--- src/rtl/iq_diff_slicer_pkg.sv ---
`default_nettype none
`timescale 1ns/1ps
// +--------------------------------------------------------------------+
// | Module : iq_demod_pkg                                              |
// | Shared types and widths for the differential IQ slicer.            |
// | Rev    : 1.0  initial release                                      |
// +--------------------------------------------------------------------+
package iq_demod_pkg;

    typedef enum logic [0:0] {
        HUNT = 1'b0,
        DATA = 1'b1
    } state_t;

    localparam logic [15:0] c_sync_word_default = 16'hA5C3;
    localparam int          c_data_width        = 16;
    localparam int          c_vec_width         = c_data_width + 8;
    localparam int          c_v_w               = 16;
    localparam int          c_p_w               = 32;
    localparam int          c_dot_w             = 33;

    // Magnitude of a dot product; the most negative value maps to 2^32,
    // which is still correct when read as unsigned.
    function automatic logic [c_dot_w-1:0] abs_dot(input logic signed [c_dot_w-1:0] d);
        return d[c_dot_w-1] ? -d : d;
    endfunction

endpackage
`default_nettype wire

--- src/rtl/iq_diff_slicer_if.sv ---
`default_nettype none
`timescale 1ns/1ps
// +--------------------------------------------------------------------+
// | Module : iq_diff_slicer_if                                         |
// | Byte stream valid/ready handshake toward the packet interface.     |
// | Rev    : 1.0  initial release                                      |
// +--------------------------------------------------------------------+
interface iq_diff_slicer_if;
    logic [7:0] byte_out;
    logic       byte_valid;
    logic       byte_ready;

    modport master (output byte_out, output byte_valid, input  byte_ready);
    modport slave  (input  byte_out, input  byte_valid, output byte_ready);
endinterface
`default_nettype wire

--- src/rtl/iq_diff_slicer_fifo.sv ---
`default_nettype none
`timescale 1ns/1ps
// +--------------------------------------------------------------------+
// | Module : iq_byte_fifo                                              |
// | First-word-fall-through FIFO; head holds last value when empty.    |
// | Rev    : 1.0  initial release                                      |
// +--------------------------------------------------------------------+
module iq_byte_fifo #(
    parameter int DEPTH = 4,
    parameter int WIDTH = 8
) (
    input  wire logic             clk,
    input  wire logic             rst,
    input  wire logic             push,
    input  wire logic [WIDTH-1:0] din,
    input  wire logic             pop,
    output logic      [WIDTH-1:0] dout,
    output logic                  empty,
    output logic                  full
);
    localparam int c_aw = $clog2(DEPTH);

    logic [WIDTH-1:0] r_mem [DEPTH];
    logic [c_aw:0]    r_wr;
    logic [c_aw:0]    r_rd;
    logic [WIDTH-1:0] r_last;
    logic             w_do_pop;
    logic             w_do_push;

    assign empty     = (r_wr == r_rd);
    assign full      = (r_wr[c_aw] != r_rd[c_aw]) && (r_wr[c_aw-1:0] == r_rd[c_aw-1:0]);
    assign w_do_pop  = pop & ~empty;
    // A pop frees the slot in the same edge, so a full FIFO still accepts.
    assign w_do_push = push & (~full | w_do_pop);
    assign dout      = empty ? r_last : r_mem[r_rd[c_aw-1:0]];

    always_ff @(posedge clk) begin
        if (w_do_push) begin
            r_mem[r_wr[c_aw-1:0]] <= din;
        end
    end

    always_ff @(posedge clk or posedge rst) begin
        if (rst) begin
            r_wr   <= '0;
            r_rd   <= '0;
            r_last <= '0;
        end else begin
            if (w_do_push) begin
                r_wr <= r_wr + 1'b1;
            end
            if (w_do_pop) begin
                r_rd   <= r_rd + 1'b1;
                r_last <= r_mem[r_rd[c_aw-1:0]];
            end
        end
    end
endmodule
`default_nettype wire

--- src/rtl/iq_diff_slicer.sv ---
`default_nettype none
`timescale 1ns/1ps
// +--------------------------------------------------------------------+
// | Module : iq_diff_slicer                                            |
// | Differential-phase bit slicer, sync hunt and byte framer.          |
// | Option : IQ_DIFF_SLICER_ERASURE_EN adds the erasure output.        |
// | Rev    : 1.0  initial release                                      |
// +--------------------------------------------------------------------+
module iq_diff_slicer
    import iq_demod_pkg::*;
#(
    parameter int          DATA_WIDTH  = c_data_width,
    parameter logic [15:0] SYNC_WORD   = c_sync_word_default,
    parameter int          FRAME_BYTES = 8,
    parameter int          FIFO_DEPTH  = 4,
    parameter logic [31:0] DOT_THRESH  = 32'h0000_1000
) (
    input  wire logic                         clk,
    input  wire logic                         rst,
    input  wire logic                         ce,
    input  wire logic                         strobe_in,
    input  wire logic signed [DATA_WIDTH+7:0] DI,
    input  wire logic signed [DATA_WIDTH+7:0] DQ,
    output logic                              bit_out,
    output logic                              bit_valid,
    output logic                              locked,
    output logic                              frame_start,
    output logic                              frame_done,
    iq_diff_slicer_if.master                  byte_if,
    output logic                              overflow
`ifdef IQ_DIFF_SLICER_ERASURE_EN
    , output logic                            erasure
`endif
);
    logic signed [c_v_w-1:0]   r_v_i, r_v_q, r_prev_i, r_prev_q;
    logic signed [c_p_w-1:0]   r_p_i, r_p_q;
    logic signed [c_dot_w-1:0] w_dot;
    logic                      r_cap_vld, r_p_vld, r_prev_ok;
    logic                      w_unused;

    state_t      r_state, w_state_nxt;
    logic [15:0] r_sreg, w_sreg_nxt;
    logic [4:0]  r_hcnt, w_hcnt_nxt;
    logic [2:0]  r_bcnt, w_bcnt_nxt;
    logic [7:0]  r_byte_cnt, w_byte_cnt_nxt;
    logic [6:0]  r_shift, w_shift_nxt;
    logic [7:0]  w_din;
    logic        w_push, w_fs_nxt, w_fd_nxt;
    logic        w_empty, w_full, w_pop;
    logic [7:0]  w_dout;

    always_ff @(posedge clk or posedge rst) begin
        if (rst) begin
            r_cap_vld <= 1'b0;
            r_v_i     <= '0;
            r_v_q     <= '0;
        end else begin
            r_cap_vld <= ce & strobe_in;
            if (ce & strobe_in) begin
                r_v_i <= DI[DATA_WIDTH+7 -: c_v_w];
                r_v_q <= DQ[DATA_WIDTH+7 -: c_v_w];
            end
        end
    end

    // The first vector after reset only seeds prev; no decision is made.
    always_ff @(posedge clk or posedge rst) begin
        if (rst) begin
            r_p_vld   <= 1'b0;
            r_prev_ok <= 1'b0;
            r_prev_i  <= '0;
            r_prev_q  <= '0;
            r_p_i     <= '0;
            r_p_q     <= '0;
        end else begin
            r_p_vld <= r_cap_vld & r_prev_ok;
            if (r_cap_vld) begin
                r_p_i     <= r_v_i * r_prev_i;
                r_p_q     <= r_v_q * r_prev_q;
                r_prev_i  <= r_v_i;
                r_prev_q  <= r_v_q;
                r_prev_ok <= 1'b1;
            end
        end
    end

    assign w_dot = $signed({r_p_i[c_p_w-1], r_p_i}) + $signed({r_p_q[c_p_w-1], r_p_q});

    always_ff @(posedge clk or posedge rst) begin
        if (rst) begin
            bit_valid <= 1'b0;
            bit_out   <= 1'b0;
        end else begin
            bit_valid <= r_p_vld;
            if (r_p_vld) begin
                bit_out <= w_dot[c_dot_w-1];
            end
        end
    end

`ifdef IQ_DIFF_SLICER_ERASURE_EN
    always_ff @(posedge clk or posedge rst) begin
        if (rst) begin
            erasure <= 1'b0;
        end else begin
            erasure <= r_p_vld & (abs_dot(w_dot) < {1'b0, DOT_THRESH});
        end
    end
    assign w_unused = ^{DI[7:0], DQ[7:0]};
`else
    assign w_unused = ^{DI[7:0], DQ[7:0], DOT_THRESH};
`endif

    always_comb begin
        w_state_nxt    = r_state;
        w_sreg_nxt     = r_sreg;
        w_hcnt_nxt     = r_hcnt;
        w_bcnt_nxt     = r_bcnt;
        w_byte_cnt_nxt = r_byte_cnt;
        w_shift_nxt    = r_shift;
        w_push         = 1'b0;
        w_fs_nxt       = 1'b0;
        w_fd_nxt       = 1'b0;
        w_din          = {r_shift, bit_out};
        case (r_state)
            HUNT: if (bit_valid) begin
                w_sreg_nxt = {r_sreg[14:0], bit_out};
                if (r_hcnt != 5'd16) begin
                    w_hcnt_nxt = r_hcnt + 5'd1;
                end
                if ((w_sreg_nxt == SYNC_WORD) && (w_hcnt_nxt == 5'd16)) begin
                    w_state_nxt    = DATA;
                    w_fs_nxt       = 1'b1;
                    w_bcnt_nxt     = '0;
                    w_byte_cnt_nxt = '0;
                end
            end
            DATA: if (bit_valid) begin
                w_shift_nxt = w_din[6:0];
                w_bcnt_nxt  = r_bcnt + 3'd1;
                if (r_bcnt == 3'd7) begin
                    w_push         = 1'b1;
                    w_byte_cnt_nxt = r_byte_cnt + 8'd1;
                    if (r_byte_cnt == 8'(FRAME_BYTES - 1)) begin
                        w_fd_nxt    = 1'b1;
                        w_state_nxt = HUNT;
                        w_sreg_nxt  = '0;
                        w_hcnt_nxt  = '0;
                    end
                end
            end
            default: w_state_nxt = HUNT;
        endcase
    end

    always_ff @(posedge clk or posedge rst) begin
        if (rst) begin
            r_state     <= HUNT;
            r_sreg      <= '0;
            r_hcnt      <= '0;
            r_bcnt      <= '0;
            r_byte_cnt  <= '0;
            r_shift     <= '0;
            frame_start <= 1'b0;
            frame_done  <= 1'b0;
            overflow    <= 1'b0;
        end else begin
            r_state     <= w_state_nxt;
            r_sreg      <= w_sreg_nxt;
            r_hcnt      <= w_hcnt_nxt;
            r_bcnt      <= w_bcnt_nxt;
            r_byte_cnt  <= w_byte_cnt_nxt;
            r_shift     <= w_shift_nxt;
            frame_start <= w_fs_nxt;
            frame_done  <= w_fd_nxt;
            overflow    <= overflow | (w_push & w_full & ~w_pop);
        end
    end

    assign locked = (r_state == DATA);
    assign w_pop  = ~w_empty & byte_if.byte_ready;

    iq_byte_fifo #(
        .DEPTH (FIFO_DEPTH),
        .WIDTH (8)
    ) u_fifo (
        .clk   (clk),
        .rst   (rst),
        .push  (w_push),
        .din   (w_din),
        .pop   (w_pop),
        .dout  (w_dout),
        .empty (w_empty),
        .full  (w_full)
    );

    assign byte_if.byte_out   = w_dout;
    assign byte_if.byte_valid = ~w_empty;
endmodule
`default_nettype wire

--- src/flat_wrapper.sv ---
// flat-port wrapper written by rule: the top's interface ports become plain ports
module iq_diff_slicer_flat import iq_demod_pkg::*;
#(
    parameter int          DATA_WIDTH  = c_data_width,
    parameter logic [15:0] SYNC_WORD   = c_sync_word_default,
    parameter int          FRAME_BYTES = 8,
    parameter int          FIFO_DEPTH  = 4,
    parameter logic [31:0] DOT_THRESH  = 32'h0000_1000
)
  (clk, rst, ce, strobe_in, DI, DQ, bit_out, bit_valid, locked, frame_start, frame_done, overflow, byte_if_byte_out, byte_if_byte_valid, byte_if_byte_ready);
  iq_diff_slicer_if byte_if_i ();
  input  wire logic clk;
  input  wire logic rst;
  input  wire logic ce;
  input  wire logic strobe_in;
  input  wire logic signed [DATA_WIDTH+7:0] DI;
  input  wire logic signed [DATA_WIDTH+7:0] DQ;
  output logic bit_out;
  output logic bit_valid;
  output logic locked;
  output logic frame_start;
  output logic frame_done;
  output logic overflow;
  output wire logic [$bits(byte_if_i.byte_out)-1:0] byte_if_byte_out;
  output wire logic [$bits(byte_if_i.byte_valid)-1:0] byte_if_byte_valid;
  input wire logic [$bits(byte_if_i.byte_ready)-1:0] byte_if_byte_ready;
  assign byte_if_byte_out = byte_if_i.byte_out;
  assign byte_if_byte_valid = byte_if_i.byte_valid;
  assign byte_if_i.byte_ready = byte_if_byte_ready;
  iq_diff_slicer #(.DATA_WIDTH(DATA_WIDTH), .SYNC_WORD(SYNC_WORD), .FRAME_BYTES(FRAME_BYTES), .FIFO_DEPTH(FIFO_DEPTH), .DOT_THRESH(DOT_THRESH)) u_core (.clk(clk), .rst(rst), .ce(ce), .strobe_in(strobe_in), .DI(DI), .DQ(DQ), .bit_out(bit_out), .bit_valid(bit_valid), .locked(locked), .frame_start(frame_start), .frame_done(frame_done), .byte_if(byte_if_i), .overflow(overflow));
endmodule
--- config.mk ---
export PLATFORM = sky130hd
export DESIGN_NAME = iq_diff_slicer_flat
export DESIGN_NICKNAME = d
export VERILOG_FILES = /design/src/rtl/iq_diff_slicer_pkg.sv /design/src/rtl/iq_diff_slicer_if.sv /design/src/rtl/iq_diff_slicer_fifo.sv /design/src/rtl/iq_diff_slicer.sv /design/src/flat_wrapper.sv
export SDC_FILE = /design/constraint.sdc
export NUM_CORES = 2
export LEC_CHECK = 0
export CORE_MARGIN = 2
export CORE_UTILIZATION = 36
export DETAILED_ROUTE_END_ITERATION = 10
export PLACE_DENSITY = 0.56
export SYNTH_ARGS = -nofsm -noshare
export SYNTH_HDL_FRONTEND = slang
export SYNTH_SLANG_ARGS = --single-unit
--- constraint.sdc ---
create_clock -name clk -period 6.72 [get_ports clk]
set_input_delay 1.344 -clock clk [delete_from_list [all_inputs] [get_ports clk]]
set_output_delay 1.344 -clock clk [all_outputs]
set_load 0.01 [all_outputs]
==> impl_results.md <==
* Status: completed
* Final setup violation count at 0
* Post-synthesis sequential area ratio at 0.196
* Register Area at 5710 sq um
* Antenna violations before repair at 0
* Number of flops mapped to enable cells by yosys at 32
* Vias in the first global route at 20518
* R2r startpoint: u_core.r_v_i[7]
* Clock sink total at 221
* Initial Utilization at 0.362
* Hold depth at 1
* # nets final at 3674
* Synthesized flop and latch total at 221
* Final Cycle Share at 0.953
* Critical path class: reg2reg
* # DRC at 0
* CP Launch Type: flop
* Die footprint at approximately 83000 sq um
* Core footprint at 80000 sq um
* Row count at 104
* Setup bufs post-CTS at 0
* Layout cell share with drive strength beyond 1 at 0.0992
* Count of final hold-check violations at 0
* Hold crit path type: reg2reg
* Max Slew Vio Count at 0
* DRT antenna net count at 0
* Required @ worst endpoint at a little over 7 ns
* Worst skew pair latency at 0.60 ns
* Die width at 288 um
* Critical Path Fanout Max at 10
* Top-area cell type share of the netlist area at 0.362
* CTS Hold Bufs at 0
* Achievable Freq at 156 MHz
* Total congestion overflow at 0
* Hold_sp: u_core.overflow
* 1st-pass router iterations at 5
* Crit path capture type: flop
* Avg WL per Cell at between 15 and 20 um
* Longest Clk Path Bufs at 3
* Htree depth at 1
* Worst-margin pin slew at slightly below 1 ns
* Buffers on Ports at 51
* CTS buffer count at 30
* Routability cong. at 0.789
* Yosys top cell by area: fa_1
* Post-Syn Area at 29000 sq um
* FF-to-FF setup slack at ~0.32 ns
* Library cells used by synthesis at a little over 70
* Yosys Warn Count at 0
* Via density per instance at 4.73
* Crit Reg-Reg Endpoint: u_core.r_p_i[28]
* Post-synthesis average cell area at 10.2 sq um
* Most used flip-flop cell after synthesis: dfrtp_1
* Vias at roughly 19000
* # IOs at 68
* ANT cells at 0
* Net Count, Synth at 3624
* Worst R2R Path Depth at 21
* Fillers at 7969
* Total track usage at 0.158
* Post-CTS sizing at 0
* Asr flop ratio synth at 0.855
* Hold Path End: u_core.overflow
* TritonCTS clock tree: yes
* Clock root cell: clkbuf_16
* RSZ-0062 raised after global routing: false
* Worst slew margin at 0.356
* Area grow syn2layout at 10.4%
* Critical path arrival at 6.89 ns
* Post-DP HPWL at 48.7 mm
* Initial detailed-routing violation count at 854
* Cell count after synthesis at 2842
* Clock-pin slew on the worst setup and hold paths at 0.06 ns
* First-pass GRT wire length at 106 mm
* Pin count of the biggest net entering global routing at 103
* Die Y at ~290 um
* Max cap viols at 0
* Final wirelength at 60.8 mm
* Synth area leaders: fa_1 (36%), dfrtp_1 (16%), ha_1 (8.9%)
* Tmin final at about 6.4 ns
* Area of the multi-input gates at 20600 sq um
* Setup tns final at 0 ns
* Clk_skew at 0.0131 ns
cell usage in the layout, fill, tap and decap left out, types with 12 or more instances in the layout:
cell type | synthesis | final
nor3_1 | 12 | 12
dfrtp_1 | 189 | 172
buf_4 | 0 | 68
clkbuf_16 | 0 | 30
a21o_1 | 33 | 33
clkdlybuf4s50_1 | 0 | 51
nand2_1 | 313 | 312
nand2b_1 | 16 | 16
a21oi_1 | 50 | 50
xnor2_1 | 59 | 59
nor2_1 | 66 | 66
dfrtp_2 | 0 | 16
xor2_1 | 19 | 19
mux2_2 | 127 | 127
a31oi_1 | 12 | 12
and2_1 | 255 | 255
ha_1 | 205 | 205
edfxtp_1 | 32 | 32
nand3_1 | 26 | 26
inv_1 | 600 | 599
fa_1 | 524 | 523
o21ai_0 | 55 | 55
critical path, stage by stage (launching register included):
cell and delay [ns]:
dfrtp_1 0.59, buf_4 0.25, nand2_1 0.09, fa_1 0.52
inv_1 0.05, fa_1 0.49, fa_1 0.57, fa_1 0.46
fa_1 0.50, inv_1 0.05, fa_1 0.47, inv_1 0.04
ha_1 0.35, a222oi_1 0.34, nand2_1 0.10, a31oi_1 0.20
o31ai_2 0.15, a31oi_2 0.29, a21oi_1 0.20, a31oi_1 0.23
xnor2_1 0.08, mux2_2 0.25
flip-flops by register name, indices dropped and copies added, names as in the netlist, 3 cells and up:
register,flops
u_core.r_p_i,32
u_core.r_p_q,32
u_core.u_fifo.r_mem,32
u_core.r_prev_i,16
u_core.r_prev_q,16
u_core.r_v_i,16
u_core.r_v_q,16
u_core.r_sreg,15
u_core.r_byte_cnt,8
u_core.u_fifo.r_last,8
u_core.r_shift,7
u_core.r_hcnt,5
u_core.r_bcnt,3
u_core.u_fifo.r_rd,3
u_core.u_fifo.r_wr,3
per-stage QoR:
stage                     area, sq um  worst slack [ns]  utilization  cells  hold WS [ns]
after detailed placement        30900             0.147        0.387   3920         0.447
after floorplan                 29000             0.234            -   2842         0.394
after global routing            32000          0.000257        0.399   3974         0.476
final                           32000             0.316        0.399   3974         0.466
after CTS                       31900             0.137        0.399   3974         0.466
after global placement          30900             0.168        0.387   3920         0.445
how the worst max path moves through the flow:
stage / end / startpoint / cells after the start / slack [ns]
3_3_place_gp: u_core.r_p_i[28] / u_core.r_prev_i[1] / 19 / 0.17
4_1_cts: u_core.r_p_i[28] / u_core.r_prev_i[1] / 19 / 0.14
5_1_grt: u_core.r_p_q[30] / u_core.r_v_q[3] / 19 / 0.0003
2_1_floorplan: u_core.bit_out / rst / 1 / 0.23
3_5_place_dp: u_core.r_p_i[28] / u_core.r_prev_i[1] / 19 / 0.15
6_report: u_core.r_p_i[28] / u_core.r_v_i[7] / 21 / 0.32
metal layers:
metal | GRT usage | wire length, um | vias up
met5 | 0 | 0 | -
met4 | 0.0255 | 993 | 0
met3 | 0.0174 | 1850 | 43
met2 | 0.274 | 30300 | 216
met1 | 0.215 | 27600 | 9742
li1 | - | - | 8813
cells in the mapped netlist, types with 50 or more instances:
cell / n
and2_1: 255
fa_1: 524
xnor2_1: 59
o21ai_0: 55
ha_1: 205
nor2_1: 66
dfrtp_1: 189
a21oi_1: 50
inv_1: 600
mux2_2: 127
nand2_1: 313
clkbuf_1: 94
final cells by class:
cell class                 instances  share of cell area
inverter                         600              0.0707
multi-input combinational       1920               0.646
clock buffer                      34              0.0243
tap                             1060              0.0415
clock inverter                    20             0.00685
sequential                       221               0.179
timing repair buffer             119              0.0319
logic make-up (layout without fill, tap and decap cells):
| logic type | count (synthesis) | in the layout | synth area share |
|---|---|---|---|
| AOI/OAI and AO/OA | 232 | 232 | 0.0536 |
| xor gates and xnor gates | 78 | 78 | 0.0236 |
| adders and majority gates | 729 | 729 | 0.451 |
| buffers and inverters | 701 | 773 | 0.0909 |
| DFF | 221 | 221 | 0.196 |
| muxes | 140 | 140 | 0.0575 |
| and+or+nand+nor | 741 | 741 | 0.127 |
Power is not shown: default switching activity piles up to over one toggle a cycle in this logic, so the estimate is an artifact.
